$ cat config.mk
export PLATFORM = sky130hd
export DESIGN_NAME = ddr4_axi_rd_master
export DESIGN_NICKNAME = d
export VERILOG_FILES = /design/src/rtl/ddr4_axi_rd_master.sv
export SDC_FILE = /design/constraint.sdc
export NUM_CORES = 1
export LEC_CHECK = 0
export ABC_AREA = 0
export CAP_MARGIN = 20
export CORE_AREA = 2 2 155 157
export CTS_CLUSTER_SIZE = 12
export DETAILED_ROUTE_END_ITERATION = 16
export DIE_AREA = 0 0 157 159
export GPL_TIMING_DRIVEN = 0
export PLACE_DENSITY = 0.79
export SYNTH_ARGS = -nofsm -noshare
export SYNTH_HDL_FRONTEND = slang
export SYNTH_SLANG_ARGS = --single-unit
export TNS_END_PERCENT = 20
$ cat constraint.sdc
create_clock -name clk_i -period 10.1 [get_ports clk_i]
set_input_delay 2.02 -clock clk_i [delete_from_list [all_inputs] [get_ports clk_i]]
set_output_delay 2.02 -clock clk_i [all_outputs]
set_load 0.01 [all_outputs]
$ cat src/rtl/ddr4_axi_rd_master.sv
// AXI4 read master: splits {address, beat count} requests into INCR bursts
// (max C_MAX_BURST_LEN beats, never crossing 4KB). One burst in flight at a
// time; read data is passed straight through to the datapath stream.
module ddr4_axi_rd_master #(
   parameter int unsigned C_AXI_ID_WIDTH   = 4,
   parameter int unsigned C_AXI_ADDR_WIDTH = 29,
   parameter int unsigned C_AXI_DATA_WIDTH = 64,
   parameter int unsigned C_MAX_BURST_LEN  = 64,
   parameter int unsigned C_AXI_ID         = 0
) (
   input  logic                        clk_i,
   input  logic                        rst_i,
   input  logic                        req_valid_i,
   output logic                        req_ready_o,
   input  logic [C_AXI_ADDR_WIDTH-1:0] req_addr_i,
   input  logic [23:0]                 req_beats_i,
   output logic [C_AXI_DATA_WIDTH-1:0] rd_data_o,
   output logic                        rd_valid_o,
   input  logic                        rd_ready_i,
   output logic                        rd_last_o,
   output logic                        done_o,
   output logic                        busy_o,
   output logic                        err_o,
   input  logic                        axi_arready_i,
   output logic [C_AXI_ID_WIDTH-1:0]   axi_arid_o,
   output logic [C_AXI_ADDR_WIDTH-1:0] axi_araddr_o,
   output logic [7:0]                  axi_arlen_o,
   output logic [2:0]                  axi_arsize_o,
   output logic [1:0]                  axi_arburst_o,
   output logic                        axi_arlock_o,
   output logic [3:0]                  axi_arcache_o,
   output logic [2:0]                  axi_arprot_o,
   output logic                        axi_arvalid_o,
   input  logic [C_AXI_ID_WIDTH-1:0]   axi_rid_i,
   input  logic [1:0]                  axi_rresp_i,
   input  logic                        axi_rvalid_i,
   input  logic [C_AXI_DATA_WIDTH-1:0] axi_rdata_i,
   input  logic                        axi_rlast_i,
   output logic                        axi_rready_o
);

   localparam int unsigned AW = C_AXI_ADDR_WIDTH;
   localparam int unsigned SZ = $clog2(C_AXI_DATA_WIDTH / 8);

   typedef enum logic [1:0] {S_IDLE, S_ADDR, S_DATA, S_DONE} state_t;

   state_t        state_q, state_d;
   logic [AW-1:0] cur_addr_q, cur_addr_d;
   logic [23:0]   remaining_q, remaining_d;
   logic [8:0]    len_q, len_d;
   logic [8:0]    beat_cnt_q, beat_cnt_d;
   logic [AW-1:0] araddr_q;
   logic [7:0]    arlen_q;
   logic          arvalid_q;
   logic          err_q, err_d;
   logic          r_hs, last_beat, ar_hs;
   logic [12:0]   to_4k;
   logic [23:0]   len_full;
   logic [23:0]   left;
   logic          unused_ok;

   assign axi_arid_o    = C_AXI_ID_WIDTH'(C_AXI_ID);
   assign axi_arsize_o  = 3'(SZ);
   assign axi_arburst_o = 2'b01;
   assign axi_arlock_o  = 1'b0;
   assign axi_arcache_o = 4'b0011;
   assign axi_arprot_o  = 3'b000;
   assign axi_araddr_o  = araddr_q;
   assign axi_arlen_o   = arlen_q;
   assign axi_arvalid_o = arvalid_q;
   assign busy_o        = (state_q != S_IDLE);
   assign err_o         = err_q;
   assign ar_hs         = arvalid_q && axi_arready_i;

   // rid is meaningless with a single ID; low address bits are forced to zero
   assign unused_ok = ^{axi_rid_i, req_addr_i[SZ-1:0], len_full[23:9]};

   // Next-state, burst bookkeeping and datapath pass-through
   always_comb begin
      state_d      = state_q;
      cur_addr_d   = cur_addr_q;
      remaining_d  = remaining_q;
      beat_cnt_d   = beat_cnt_q;
      err_d        = err_q;
      req_ready_o  = 1'b0;
      done_o       = 1'b0;
      rd_valid_o   = 1'b0;
      rd_last_o    = 1'b0;
      axi_rready_o = 1'b0;
      rd_data_o    = axi_rdata_i;
      r_hs         = 1'b0;
      last_beat    = (beat_cnt_q == len_q - 9'd1);
      left         = remaining_q - {15'd0, beat_cnt_q};
      case (state_q)
         S_IDLE: begin
            req_ready_o = !rst_i;
            if (req_valid_i) begin
               cur_addr_d  = {req_addr_i[AW-1:SZ], {SZ{1'b0}}};
               remaining_d = req_beats_i;
               state_d     = (req_beats_i != 24'd0) ? S_ADDR : S_DONE;
            end
         end
         S_ADDR: begin
            if (ar_hs) state_d = S_DATA;
         end
         S_DATA: begin
            rd_valid_o   = axi_rvalid_i;
            axi_rready_o = rd_ready_i;
            rd_last_o    = axi_rvalid_i && (left == 24'd1);
            r_hs         = axi_rvalid_i && rd_ready_i;
            if (r_hs) begin
               // burst end is decided by our own counter, never by rlast
               if ((axi_rresp_i != 2'b00) || (axi_rlast_i != last_beat)) err_d = 1'b1;
               if (last_beat) begin
                  beat_cnt_d  = 9'd0;
                  remaining_d = remaining_q - {15'd0, len_q};
                  cur_addr_d  = cur_addr_q + (AW'(len_q) << SZ);
                  state_d     = (remaining_d == 24'd0) ? S_DONE : S_ADDR;
               end else begin
                  beat_cnt_d = beat_cnt_q + 9'd1;
               end
            end
         end
         S_DONE: begin
            done_o  = 1'b1;
            state_d = S_IDLE;
         end
         default: state_d = S_IDLE;
      endcase
      // next burst length: min(remaining, max burst, beats left in this 4KB page)
      to_4k    = (13'h1000 - {1'b0, cur_addr_d[11:0]}) >> SZ;
      len_full = remaining_d;
      if (len_full > 24'(C_MAX_BURST_LEN)) len_full = 24'(C_MAX_BURST_LEN);
      if (len_full > {11'd0, to_4k}) len_full = {11'd0, to_4k};
      len_d = len_full[8:0];
   end

   // FSM state register
   always_ff @(posedge clk_i) begin
      if (rst_i) state_q <= S_IDLE;
      else       state_q <= state_d;
   end

   // Address/count registers; AR fields loaded on ADDR entry and held until accepted
   always_ff @(posedge clk_i) begin
      if (rst_i) begin
         cur_addr_q  <= '0;
         remaining_q <= '0;
         len_q       <= '0;
         beat_cnt_q  <= '0;
         araddr_q    <= '0;
         arlen_q     <= '0;
         arvalid_q   <= 1'b0;
         err_q       <= 1'b0;
      end else begin
         cur_addr_q  <= cur_addr_d;
         remaining_q <= remaining_d;
         beat_cnt_q  <= beat_cnt_d;
         err_q       <= err_d;
         if ((state_d == S_ADDR) && (state_q != S_ADDR)) begin
            arvalid_q <= 1'b1;
            araddr_q  <= cur_addr_d;
            arlen_q   <= 8'(len_d - 9'd1);
            len_q     <= len_d;
         end else if (ar_hs) begin
            arvalid_q <= 1'b0;
         end
      end
   end

endmodule

==> results.toml <==
[floorplan]
io-pin-count = 256
die_w_um = 157
chipHeight_um = 159
core_area_um2 = 23190
start_util_pct = 39.35
fp-row-count = 56
dieArea_um2 = 24960

[global_route]
gr-total-overflow = 0
grt_pass1_vias = 9470
grt_usage_pct = 28.30
antenna_found_initial = 0
grt_pass1_wl_um = 54770
grt_max_degree = 22

[timing]
finalHoldViolCount = 0
min_period_over_period_pct = 91.74
maxSlewViolCount = 0
setup_viol_count_final = 0
fin_setup_tns_ps = 0
finalCriticalPeriod_ps = 9265
rsz0062_at_grt = "no"
skew_ps = 19.36
fmax_mhz = 107.9
tightest_slew_ps = 1195
relSlewSlack_pct = 19.75

[logic_synthesis]
ys_seq_area_share_pct = 24.57
ys_ff_latch = 112
ys.warnings.count = 0
ys_async_sr_fraction_pct = 0
synth.distinct_cells = 76
netlist.area_leader.share_pct = 24.57
syn_area_um2 = 9125
synth_cells = 1219
synth.area.top_cells = "dfxtp_1 (25%), buf_4 (6.7%), nor2_1 (6.4%)"
synth_flop_cell = "dfxtp_1"
yosysTopAreaCell = "dfxtp_1"
synth_edf_count = 0
avgSynthCellArea_um2 = 7.486

[clock_tree]
clock_sinks = 112
hold_buffers = 0
cts_tree = "done"
post_cts_buffers = 0
cts.clk_slew.worst_paths_ps = 80
htreeDepth = 3
clockBufferDepth = 2
ctsResizeCount = 0
cts_root_buf = "clkbuf_16"
clk_latency_ps = 380
cts_buffers = 9

[route]
remaining_drc_errors = 0
viasPerCell = 5.903
drt-wirelength-per-cell_um = 20.95
dr.pass1.iters = 7
vias = 10270
drt_iter0_drc = 1080
ant_nets = 0
routed_wl_um = 36460

[setup_path]
cp-startpoint = "rd_ready_i"
reg2reg_to = "axi_arlen_o[4]"
cpMaxStageDelayCell = "nor3_1"
rr_worst_depth = 32
r2r_setup_slack_ps = 1460
critPathKind = "in -> reg"
r2r-start = "len_q[1]"
crit_fanout = 10
crit_arrival_ps = 9560
critPathMaxStageDelay_ps = 740
cp-end-kind = "register"
path_common_cell = "a21oi_1"
cp_data_required_time_ps = 10400
timing.critical_path.from_type = "primary input"

[place]
post-dp-hpwl_um = 27750
numPortBuffers = 166
globalplace.congestion = 1.006

[final_layout]
area_delta_synth_final_pct = 26.66
nets = 1589
most-common-layout-cells = "clkdlybuf4s50_1 (166), nor2_1 (156), dfxtp_1 (112)"
drive_gt1_share_pct = 9.430
final_util_pct = 49.83
area.sequential_um2 = 2242
n_fill_cell = 2311
final_common_cell = "clkdlybuf4s50_1"
multi_input_area_um2 = 5907
diodes = 0

[worst_hold_path]
hold_path_end = "axi_araddr_o[1]"
holdPathStages = 2
hp-class = "reg -> reg"
worstHoldStart = "axi_araddr_o[1]"

[power_and_ir_drop]
power.density_nw_per_um2 = 131.9
leakage_uw = 0.004487
power_uw = 1524
ir_drop_mv = 0.07819

[outcome]
status = "finished, final reports clean"

[job]
maxCapViolations = 0
## per-layer routing
metal / global-route usage [%] / vias to the layer above / share of wire (%)
li1: - / 4736 / -
met1: 38.94 / 4850 / 42
met2: 44.78 / 597 / 45
met3: 4.464 / 89 / 9.4
met4: 9.925 / 0 / 3.4
met5: 0 / - / 0
## cells in the mapped netlist (27+ instances only)
cell type  count
ha_1          40
a22oi_1       28
xnor2_1       31
dfxtp_1      112
o22ai_1       27
buf_4         81
a21oi_1       79
nor2_1       156
inv_1         37
o21ai_0       59
nand2_1       96
clkbuf_1      62
## metrics by stage
step / area, um2 / setup WS (ps) / hold slack [ps] / std cells
2_1_floorplan: 9193 / 3058 / 456.0 / 1237
3_3_place_gp: 11250 / 801.8 / 445.4 / 1722
3_5_place_dp: 11260 / 797.5 / 456.4 / 1724
4_1_cts: 11560 / 1130 / 467.2 / 1740
5_1_grt: 11560 / 434.0 / 481.2 / 1740
6_report: 11560 / 834.7 / 461.8 / 1740
## logic make-up after synthesis
group                    Yosys count  share of synthesized area, %
AND/OR/NAND/NOR                  442                         24.08
adder cells (fa/ha/maj)           43                         6.143
other                              2                       0.08230
multiplexers                      24                         2.646
XOR/XNOR                          49                         4.703
buffers and inverters            193                         11.44
AO/OA/AOI/OAI                    354                         26.34
flip-flops                       112                         24.57
## worst max-delay path: cells and delay by family
family | cells | cell delay (ps)
AO/OA/AOI/OAI | 13 | 2820
adder cells (fa/ha/maj) | 2 | 540
AND/OR/NAND/NOR | 8 | 2260
buffers and inverters | 4 | 1920
## layout make-up
type                       count  share of cell area (%)
multi-input combinational    932                   51.11
sequential                   112                   19.40
timing repair buffer         168                   14.46
buffer                       156                   7.827
tap                          319                   3.454
clock buffer                   9                   1.949
inverter                      37                   1.202
clock inverter                 7                  0.5954
## worst max-delay path by stage
| stage | to | cells past startpoint |
|---|---|---|
| floorplan | axi_arlen_o[6] | 29 |
| global placement | axi_arlen_o[6] | 29 |
| detailed placement | axi_arlen_o[4] | 28 |
| CTS | axi_arlen_o[4] | 28 |
| global route | axi_arlen_o[6] | 27 |
| finish | axi_arlen_o[4] | 27 |
## sequential cells by signal (all words and copies together), names as in the netlist
name           count
err_o              1
state_q            2
axi_arlen_o        8
axi_arvalid_o      1
beat_cnt_q         9
len_q              9
axi_araddr_o      29
remaining_q       24
cur_addr_q        29
## power breakdown
part           switching, uW  internal (uW)
registers               39.3            475
logic                    364            264
clock network            207            175
total                    610            914
Power figures use the tool's default switching activity.
